## config.mk

```make
export PLATFORM = sky130hd
export DESIGN_NAME = bus_arbiter
export DESIGN_NICKNAME = d
export VERILOG_FILES = /design/src/rtl/bus_pkg.sv /design/src/rtl/arb_priority_pick.sv /design/src/rtl/bus_arbiter.sv
export SDC_FILE = /design/constraint.sdc
export NUM_CORES = 1
export LEC_CHECK = 0
export ABC_AREA = 1
export CORE_MARGIN = 2
export CORE_UTILIZATION = 45
export DETAILED_ROUTE_END_ITERATION = 16
export PLACE_DENSITY = 0.71
export SLEW_MARGIN = 20
export SYNTH_ARGS = -nofsm -noshare
export SYNTH_HDL_FRONTEND = slang
export SYNTH_SLANG_ARGS = --single-unit
```

## constraint.sdc

```tcl
create_clock -name clk -period 2.9 [get_ports clk]
set_clock_uncertainty 0.15 [all_clocks]
set_input_delay 0.58 -clock clk [delete_from_list [all_inputs] [get_ports clk]]
set_output_delay 0.58 -clock clk [all_outputs]
set_load 0.02 [all_outputs]
```

## src/rtl/bus_pkg.sv

```systemverilog
// Shared bus types: owner encoding used by the arbiter and the bus address/data
// muxes, plus the arbiter FSM state encoding.
package bus_pkg;

  typedef enum logic [1:0] {
    OWNER_NONE  = 2'd0,
    OWNER_INIT1 = 2'd1,
    OWNER_INIT2 = 2'd2,
    OWNER_SPLIT = 2'd3
  } owner_e;

  typedef enum logic [2:0] {
    ST_IDLE      = 3'd0,
    ST_OWN_I1    = 3'd1,
    ST_OWN_I2    = 3'd2,
    ST_OWN_SPLIT = 3'd3,
    ST_TURN      = 3'd4
  } arb_state_e;

  // The round-robin pointer only ever names one of the two initiators.
  function automatic owner_e other_init(input owner_e o);
    return (o == OWNER_INIT1) ? OWNER_INIT2 : OWNER_INIT1;
  endfunction

endpackage

```

## src/rtl/arb_priority_pick.sv

```systemverilog
// Combinational pick of the next bus owner from already-masked eligibility.
// Ports:
//   init1_elig / init2_elig  initiator request, masked while its split is pending
//   split_elig               split target request qualified by a pending split
//   rr_ptr                   initiator favoured on a tie when ROUND_ROBIN=1
//   pick                     chosen owner, OWNER_NONE when nothing is eligible
module arb_priority_pick
  import bus_pkg::*;
#(
  parameter bit ROUND_ROBIN = 1'b0
) (
  input  logic   init1_elig,
  input  logic   init2_elig,
  input  logic   split_elig,
  input  owner_e rr_ptr,
  output owner_e pick
);

  always_comb begin
    pick = OWNER_NONE;
    if (split_elig) begin
      pick = OWNER_SPLIT;
    end else if (init1_elig && init2_elig) begin
      pick = ROUND_ROBIN ? rr_ptr : OWNER_INIT1;
    end else if (init1_elig) begin
      pick = OWNER_INIT1;
    end else if (init2_elig) begin
      pick = OWNER_INIT2;
    end
  end

endmodule

```

## src/rtl/bus_arbiter.sv

```systemverilog
// Central arbiter for the shared serial bus: grants two initiators and the split
// target, tracks one outstanding split and abandons it after SPLIT_TIMEOUT cycles.
// Ports:
//   clk, rst_n                    clock, async active-low reset
//   init1_req, init2_req          initiator requests, held for the transaction
//   split_target_req              split target wants to return split data
//   split_ack                     current read accepted as split (1-cycle pulse)
//   init1_grant, init2_grant,
//   split_target_grant            registered grants, at most one high
//   bus_owner                     owner select for the bus muxes
//   split_owner                   initiator awaiting split data, NONE if none
//   split_timeout                 1-cycle pulse when a pending split is abandoned
//
// state        | meaning
// -------------+-----------------------------------------------------------
// ST_IDLE      | no owner; arbitrate among eligible requests
// ST_OWN_I1    | initiator 1 holds the bus
// ST_OWN_I2    | initiator 2 holds the bus
// ST_OWN_SPLIT | split target returning data for split_owner
// ST_TURN      | one dead cycle between owners, all grants low
module bus_arbiter
  import bus_pkg::*;
#(
  parameter bit ROUND_ROBIN   = 1'b0,
  parameter int SPLIT_TIMEOUT = 256
) (
  input  logic   clk,
  input  logic   rst_n,
  input  logic   init1_req,
  input  logic   init2_req,
  input  logic   split_target_req,
  input  logic   split_ack,
  output logic   init1_grant,
  output logic   init2_grant,
  output logic   split_target_grant,
  output owner_e bus_owner,
  output owner_e split_owner,
  output logic   split_timeout
);

  localparam int               CNT_W    = $clog2(SPLIT_TIMEOUT);
  localparam logic [CNT_W-1:0] CNT_LAST = CNT_W'(SPLIT_TIMEOUT - 1);

  arb_state_e       state;
  owner_e           rr_ptr;
  owner_e           pick;
  logic [CNT_W-1:0] to_cnt;
  logic             split_pending;
  logic             init1_elig;
  logic             init2_elig;
  logic             split_elig;
  logic             split_grant_now;
  logic             to_count_en;

  assign split_pending = (split_owner != OWNER_NONE);
  assign init1_elig    = init1_req && (split_owner != OWNER_INIT1);
  assign init2_elig    = init2_req && (split_owner != OWNER_INIT2);
  assign split_elig    = split_target_req && split_pending;

  // A timeout landing on the same edge as the split grant loses to the grant.
  assign split_grant_now = (state == ST_IDLE) && (pick == OWNER_SPLIT);
  assign to_count_en     = split_pending && (state != ST_OWN_SPLIT) && !split_grant_now;

  arb_priority_pick #(
    .ROUND_ROBIN(ROUND_ROBIN)
  ) u_pick (
    .init1_elig(init1_elig),
    .init2_elig(init2_elig),
    .split_elig(split_elig),
    .rr_ptr    (rr_ptr),
    .pick      (pick)
  );

  always_ff @(posedge clk or negedge rst_n) begin
    if (!rst_n) begin
      state              <= ST_IDLE;
      init1_grant        <= 1'b0;
      init2_grant        <= 1'b0;
      split_target_grant <= 1'b0;
      bus_owner          <= OWNER_NONE;
      split_owner        <= OWNER_NONE;
      split_timeout      <= 1'b0;
      rr_ptr             <= OWNER_INIT1;
      to_cnt             <= '0;
    end else begin
      split_timeout <= 1'b0;

      // split_ack is only honoured with no split pending, so the timeout
      // branch and the ack branch below never write split_owner together.
      if (to_count_en) begin
        if (to_cnt == CNT_LAST) begin
          split_owner   <= OWNER_NONE;
          split_timeout <= 1'b1;
          to_cnt        <= '0;
        end else begin
          to_cnt <= to_cnt + 1'b1;
        end
      end

      case (state)
        ST_IDLE: begin
          case (pick)
            OWNER_INIT1: begin
              state       <= ST_OWN_I1;
              init1_grant <= 1'b1;
              bus_owner   <= OWNER_INIT1;
              rr_ptr      <= other_init(rr_ptr);
            end
            OWNER_INIT2: begin
              state       <= ST_OWN_I2;
              init2_grant <= 1'b1;
              bus_owner   <= OWNER_INIT2;
              rr_ptr      <= other_init(rr_ptr);
            end
            OWNER_SPLIT: begin
              state              <= ST_OWN_SPLIT;
              split_target_grant <= 1'b1;
              bus_owner          <= OWNER_SPLIT;
            end
            default: ;
          endcase
        end

        // split_ack is checked first: ack with req falling counts as a split.
        ST_OWN_I1: begin
          if (split_ack && !split_pending) begin
            init1_grant <= 1'b0;
            bus_owner   <= OWNER_NONE;
            split_owner <= OWNER_INIT1;
            to_cnt      <= '0;
            state       <= ST_TURN;
          end else if (!init1_req) begin
            init1_grant <= 1'b0;
            bus_owner   <= OWNER_NONE;
            state       <= ST_TURN;
          end
        end

        ST_OWN_I2: begin
          if (split_ack && !split_pending) begin
            init2_grant <= 1'b0;
            bus_owner   <= OWNER_NONE;
            split_owner <= OWNER_INIT2;
            to_cnt      <= '0;
            state       <= ST_TURN;
          end else if (!init2_req) begin
            init2_grant <= 1'b0;
            bus_owner   <= OWNER_NONE;
            state       <= ST_TURN;
          end
        end

        ST_OWN_SPLIT: begin
          if (!split_target_req) begin
            split_target_grant <= 1'b0;
            bus_owner          <= OWNER_NONE;
            split_owner        <= OWNER_NONE;
            state              <= ST_TURN;
          end
        end

        ST_TURN: state <= ST_IDLE;

        default: begin
          state              <= ST_IDLE;
          init1_grant        <= 1'b0;
          init2_grant        <= 1'b0;
          split_target_grant <= 1'b0;
          bus_owner          <= OWNER_NONE;
        end
      endcase
    end
  end

endmodule

```

Word level (Yosys, flattened, before mapping)
Cells that the tools add are included.
W data, S select, Z words.
Word-level totals
  register bits after elaboration: 19
  latch bits: 0
  RAM bits: 0
  ROM bits: 0
  bits of input ports: 6
  output and inout bits: 8
  logic and storage cells: 93
  memories: 0
Operators by class
  $add $sub $neg: 1
  multipliers: 0
  div/mod/pow operators: 0
  $lt $le $gt $ge: 0
  eq/ne operators: 18
  shifts and indexed selects: 0
  muxes and demuxes: 41
  bitwise logic cells: 4
  reductions and logical operators: 21
Operators with widths (count)
  $mux W8: 4
  $mux W2: 14
  $mux W3: 5
  $pmux W2 S3: 2
  $pmux W3 S4: 1
  $mux W1: 10
  $pmux W2 S5: 1
  $pmux W1 S3: 3
  $pmux W3 S3: 1
  $reduce_and A3 Y1: 3
  $reduce_or A3 Y1: 3
  $add A8 B1 Y8 const B: 1
  $eq A8 B8 Y1 const B: 1
  $logic_and A1 B1 Y1: 8
  $ne A2 B1 Y1 const B: 4
  $eq A3 B2 Y1 const B: 2
  $ne A3 B3 Y1 const B: 2
  $reduce_and A5 Y1: 1
  $eq A2 B2 Y1 const B: 2
  $ne A2 B2 Y1 const B: 2
  $ne A4 B1 Y1 const B: 1
  $not A1 Y1: 4
  $reduce_and A4 Y1: 1
  $eq A3 B1 Y1 const B: 1
  7 further kinds: 8

Longest topological paths before layout
Gate-level depths: netlist of run 1.
  depth in word-level cells: 13
  depth in mapped cells: 9
  mapped depth without buffers: 9

Modules after synthesis
Synthesis of run 1 repeated with hierarchy kept, for this count alone.
Second synthesis, totals
  cells, all modules: 172
  area, all modules: 1322.5 um^2
Modules (own cells, without submodules)
  bus_arbiter: instances 1, cells an instance 167, area an instance 1303.8 um^2, sequential area each 526.8 um^2
  arb_priority_pick: instances 1, cells an instance 5, area an instance 18.8 um^2, sequential area each 0.0 um^2

Worst setup path after synthesis of run 1
Ideal clock, no wire load.
  kind: reg2reg
  from: register split_owner[1]
  to: register bus_owner[0]
  setup time: 0.117 ns
  arrival time: 1.206 ns
  data required time: 2.633 ns
  path slack: 1.427 ns
  stages on the path, launching flop included: 9
  path buffers: 0
  clock period less this slack: 1.473 ns
  cells stage by stage: dfrtp_1 nor2_1 nand2_1 nand3_1 inv_1 nor2_2 nand3_1 nand2_1 nand2_1
On the way
  longest elaborated chain between the ends: 9
  elaborated cells on any way between the ends: 24
  those cells by class: eq/ne: 8; mux: 8; reduce/logical: 8
Ends and longest elaborated chain
  start: declaration: line bus_arbiter.sv:37  | output owner_e split_owner,
  start signal: assignment: line bus_arbiter.sv:81  | split_owner <= OWNER_NONE;
  start signal: assignment: line bus_arbiter.sv:92  | split_owner <= OWNER_NONE;
  start signal: assignment: line bus_arbiter.sv:129  | split_owner <= OWNER_INIT1;
  $ne A2 B2 Y1: line bus_arbiter.sv:57  | assign init2_elig = init2_req && (split_owner != OWNER_INIT2);
  $logic_and A1 B1 Y1: line bus_arbiter.sv:57
  $mux W2: line arb_priority_pick.sv:27  | end else if (init2_elig) begin
  $mux W2: line arb_priority_pick.sv:25  | end else if (init1_elig) begin
  $mux W2: line arb_priority_pick.sv:23  | end else if (init1_elig && init2_elig) begin
  $mux W2: line arb_priority_pick.sv:21  | if (split_elig) begin
  $eq A2 B2 Y1 or $eq A2 B1 Y1 (tied branches): line bus_arbiter.sv:102  | case (pick)
  $pmux W2 S3 or $ne A4 B1 Y1 (tied branches)
  $pmux W2 S5 or $reduce_and A5 Y1 (tied branches)
  end signal: assignment: line bus_arbiter.sv:106  | bus_owner <= OWNER_INIT1;
  end signal: assignment: line bus_arbiter.sv:112  | bus_owner <= OWNER_INIT2;
  end signal: assignment: line bus_arbiter.sv:118  | bus_owner <= OWNER_SPLIT;
  end: declaration: line bus_arbiter.sv:36  | output owner_e bus_owner,
Several ways; a longest one is shown, not always the timed one.
A chain may end at the register's enable or synchronous reset.

Worst setup path after layout of run 1
  from: register split_owner[1]
  to: output split_owner[1]
No word-level cell between the ends.

==> qor.txt, run 1 <==
Status = completed
Die area = 2860 um^2
Post-synth EDFFs = 0
Core Region = 2250 um^2
Worst slack at placement = 0.853 ns
Rows = 17
Fin area = 1290 um^2
Area grow syn2layout = 17.5%
Die Ht = 53.5 um
Post-DP HPWL = 1.83 mm
Worst path cell trace = clkdlybuf4s50_1
Largest family of logic cells by synthesized area = simple AND/OR/NAND/NOR gates
CTS sink count = 19
Rel. slew slack = 41.9%
Layout cells sized above 1 = 10.8%
Largest net degree at the start of global routing = 20
Setup violators final = 0
Largest cells by area after synthesis = dfrtp_1, nand2_1, inv_1
Max clock buf depth = 2
Iter 0 DRT Violations = 29
CTS buffer count = 3
Worst Path Arrival = 1.35 ns
Mapped Cells = 150
Hold Slack = 0.352 ns
Hold Vio Cnt, Final = 0
Final Net Count = 175
FFs w/ async S/R, synth = 100%
Compound-Gate Fraction of Synth Area = 10.3%
Pwr Total = 1.36 mW
DRT antenna net count = 0
First-pass GRT wire length = 4.11 mm
Synth Warn # = 0
Via Count = 1011
Critical Path RT = 2.17 ns
Critical path type = reg2out
CP Launch Type = register
CP bufs+invs = 1
XOR/XNOR Fraction of Synth Area = 0.795%
CTS-repair resized insts = 0
Vias in the first global route = 986
Avg Synthesized Cell Area = 7.34 um^2
Top FF cell, synth = dfrtp_1
Final routed DRC violation total = 0
Most frequent cells in the layout = nand2_1, inv_1, dfrtp_1
CP max FO = 5
Fraction of the cycle the final worst path needs = 71.8%
Tmin final = 2.08 ns
Final WS setup = 0.819 ns
Post-synthesis mux area share = 0%
H-tree level count = 1
Core Util, Final = 57.4%
Initial core utilization = 48.8%
Final Instance Count excl. Fillers = 195
Root buffer cell = clkbuf_4
Power Dens Cells = 1050 nW/um^2
Synth top area share = 43.2%
Mapped Nets = 157
Register area share after synthesis = 43.2%
Final Max Slew Viols = 0
Yosys reg bits = 19
GR Overflow Total = 0
CP max stage cell = clkdlybuf4s50_1
DRT Pass-1 Iters = 4
Clk slew on worst S/H paths = 0.11 ns
I/O pin cnt = 14
Max-Cap Viols = 0
Synthesized area = 1100 um^2
Initial antenna violation count = 0
Slew @ Worst Pin = 0.868 ns
Worst-Skew Late Latency = 0.29 ns
CP top delay family = buffers and inverters
DR vias/cell = 5.18
Simple-gate area share of the yosys netlist = 36.8%
Fmax = 481 MHz
Yosys top cell by area = dfrtp_1
Worst Hold Class = reg2reg
Leakage power = 0.659 nW
Fin Setup TNS = 0 ns
Post-DR wirelength/cell = 11.9 um
DP Cell Count = 191
TritonCTS clock tree = yes
CTS Hold Bufs = 0
WL final = 2.31 mm
IO buf count = 13
DP Area = 1270 um^2
Placer Congestion = 1.02
Count of different cell masters after synthesis = 23
RSZ-0062 raised after global routing = no
CP peak stage delay = 0.63 ns
Post-synthesis adder-cell area fraction = 1.14%
Die W = 53.5 um
Most common cell after layout, fill and taps aside = nand2_1
GRT Total Usage = 20.0%
# diodes = 0
Max VDD drop = 0.713 mV
Worst setup EP type = output port
# Post-CTS Setup Buffers = 0
-- power by group --
group | switching (mW) | leakage [nW] | internal (mW)
Sequential | 0.0930 | 0.243 | 0.373
Clock | 0.0812 | 0.0177 | 0.0512
Combinational | 0.479 | 0.399 | 0.282
-- sequential cells by signal, summed over array words and instances (netlist names) --
name / flops
to_cnt: 8
init1_grant: 1
bus_owner: 2
init2_grant: 1
state: 3
split_owner: 2
split_target_grant: 1
split_timeout: 1
-- path summary, 6_finish.rpt --
check                                from        endpoint  slack, ns  cells past startpoint
setup / recovery           split_owner[1]  split_owner[1]       0.82                      1
hold / removal                init2_grant     init2_grant       0.35                      2
setup reg to reg                 state[2]       to_cnt[5]       1.34                      8
hold reg to reg               init2_grant     init2_grant       0.35                      2
max in group asynchronous           rst_n  split_owner[1]       1.45                      1
min in group asynchronous           rst_n       to_cnt[2]       0.62                      1
-- logic make-up (layout without fill, tap and decap cells) --
| family | after synthesis | count (layout) |
|---|---|---|
| XOR/XNOR | 1 | 1 |
| AO/OA/AOI/OAI | 19 | 19 |
| adder cells (fa/ha/maj) | 1 | 1 |
| AND/OR/NAND/NOR | 88 | 88 |
| flip-flops | 19 | 19 |
| buffers and inverters | 22 | 39 |
-- cells in the mapped netlist, types with 2 or more instances --
cell	n
o21ai_1	2
nor3_1	2
nor2_4	2
nand2_1	44
dfrtp_1	19
inv_2	2
nand4_1	6
inv_1	19
nor2_1	15
nand3_1	10
o21ai_2	2
a21oi_1	4
o21ai_0	7
o21bai_1	2
nor2_2	2
nand3b_1	2
nand2_2	4
-- layout make-up --
| class | count | area, um^2 |
|---|---|---|
| inverter | 22 | 85.1 |
| multi-input combinational | 109 | 541 |
| clock inverter | 1 | 5.00 |
| fill | 225 | 961 |
| clock buffer | 3 | 22.5 |
| sequential | 19 | 475 |
| timing repair buffer | 13 | 130 |
| tap | 28 | 35.0 |
-- layer usage --
| layer | global-route usage, % | routed length [um] | up-vias |
|---|---|---|---|
| met1 | 27.4 | 1140 | 458 |
| li1 | - | - | 518 |
| met4 | 7.26 | 29 | 0 |
| met3 | 3.39 | 122 | 4 |
| met5 | 0 | 0 | - |
| met2 | 31.5 | 1020 | 31 |
No activity file was read; power rests on OpenSTA's default activity.
==> run 2, diff against run 1 <==
- PLACE_DENSITY: 0.71 -> 0.74
- clock period: 2.9 -> 1.7 ns (I/O delays scaled with it)
==> run 2 against run 1 <==
  * Global-route usage is 0.64 points higher
  * Wire length rose by 2.0%
  * Die area is the same
  * Critical endpoint is now to_cnt[3]
  * First-iteration DRC count increased by 34%
  * Largest cell class unchanged
  * Clock-buffer cell count rose by 1
  * Sequential share of layout area fell by 1.6 points
  * Via count increased by 5.5%
  * Highest routed layer unchanged
  * Final cell count grew 4.6%
  * Worst setup slack lost 0.70 ns
  * Flip-flop and latch count is the same
  * Clock power increased by 76%
==> qor.txt, run 2 (synthesis results as in run 1) <==
GR Overflow Total = 0
Hold Slack = 0.213 ns
Fillers = 215
CTS sink count = 19
Via Count = 1067
Slew @ Worst Pin = 0.287 ns
DRT antenna net count = 0
CTS buffer count = 3
Multi-input gate area = 543 um^2
DP Cell Count = 200
Fin Setup TNS = 0 ns
Fin area = 1350 um^2
Largest regs = to_cnt x8, state x3
Final routed DRC violation total = 0
Max VDD drop = 1.03 mV
DP Area = 1330 um^2
Most common cell after layout, fill and taps aside = nand2_1
Tmin final = 1.58 ns
Worst Path Arrival = 1.63 ns
Status = completed
GRT Total Usage = 20.7%
Register area = 475 um^2
Max-Cap Viols = 0
WL final = 2.36 mm
Final Net Count = 184
Fmax = 632 MHz
# diodes = 0
Die W = 53.5 um
IO buf count = 13
Initial antenna violation count = 0
Final Instance Count excl. Fillers = 204
Post-DP HPWL = 1.85 mm
Placer Congestion = 0.902
Layout cells sized above 1 = 15.3%
Leakage power = 0.719 nW
Die area = 2860 um^2
Critical path type = reg2reg
I/O pin cnt = 14
Max clock buf depth = 2
H-tree level count = 1
CP max FO = 5
FF-to-FF setup slack = 0.12 ns
Root buffer cell = clkbuf_4
Worst Hold Class = in2async
Power Dens Cells = 1730 nW/um^2
Area grow syn2layout = 22.8%
Rel. slew slack = 80.8%
Vias in the first global route = 974
Critical Path RT = 1.75 ns
Most flops, register = to_cnt
Worst setup EP type = register
Max reg flops = 8
Worst-Skew Late Latency = 0.30 ns
Iter 0 DRT Violations = 39
# Post-CTS Setup Buffers = 0
Clk slew on worst S/H paths = 0.10 ns
Initial core utilization = 48.8%
TritonCTS clock tree = yes
DR vias/cell = 5.23
Fraction of the cycle the final worst path needs = 93.0%
RSZ-0062 raised after global routing = no
Rows = 17
Die Ht = 53.5 um
First-pass GRT wire length = 4.12 mm
Largest net degree at the start of global routing = 20
Hold Vio Cnt, Final = 0
Post-DR wirelength/cell = 11.6 um
CP Launch Type = register
Core Region = 2250 um^2
Final Max Slew Viols = 0
Most frequent cells in the layout = nand2_1, inv_1, dfrtp_1
DRT Pass-1 Iters = 4
Setup violators final = 0
## run 2: changes by cell type in the layout (fill, tap and decap cells not counted), sizes merged
cell / change
buf: +9
clkdlybuf4s50: -8
dlygate4sd2: +8
clkbuf: +1
clkinv: -1
## run 2: through the flow
stage	total power [mW]	setup WS, ns	utilization, %
after global placement	2.14	-0.0616	59.2
after floorplan	1.71	0.227	-
after CTS	2.34	0.114	59.9
after global routing	2.58	0.00300	60.0
final	2.35	0.118	60.0
after detailed placement	2.17	-0.0894	59.2
## run 2: report_power, final
group | switching [mW] | leakage (nW) | internal (mW)
logic | 0.833 | 0.462 | 0.491
registers | 0.154 | 0.243 | 0.635
clock network | 0.141 | 0.0150 | 0.0916
## run 2: what timing repair did
action	CTS	global route
endpoints found under the setup margin	8	1
hold buffers	0	0
cloned	0	0
gates resized for setup	8	1
## run 2: per-layer routing
metal	vias to the layer above	wire length (um)	GRT usage, %
li1	534	-	-
met1	488	1100	26.1
met2	41	1060	32.3
met3	4	150	4.52
met4	0	48	11.5
met5	-	0	0
## run 2: worst paths after layout
path                               from      endpoint  cells after the start
max                            state[2]     to_cnt[3]                      8
min                               rst_n     to_cnt[4]                      2
max reg2reg                    state[2]     to_cnt[3]                      8
min reg2reg                bus_owner[1]  bus_owner[1]                      2
max in group asynchronous         rst_n     to_cnt[0]                      2
min in group clk           bus_owner[1]  bus_owner[1]                      2
## run 2: layout make-up
type                       instances  area share, %
multi-input combinational        109           40.1
sequential                        19           35.2
timing repair buffer              22           13.9
inverter                          22           6.29
tap                               28           2.59
clock buffer                       4           1.94
## run 2: worst max-delay path: stages, from the launching register on
cell,delay [ns]
dfrtp_1,0.42
inv_2,0.10
nand2_1,0.07
nor2_1,0.18
inv_1,0.08
nand2_1,0.13
nand2_1,0.14
nand2_1,0.15
nor2_1,0.06
==> run 3, diff against run 2 <==
- CTS_CLUSTER_DIAMETER: default -> 60
==> results of run 3 <==
Final layout, timing and power as in run 2 (identical DEF).
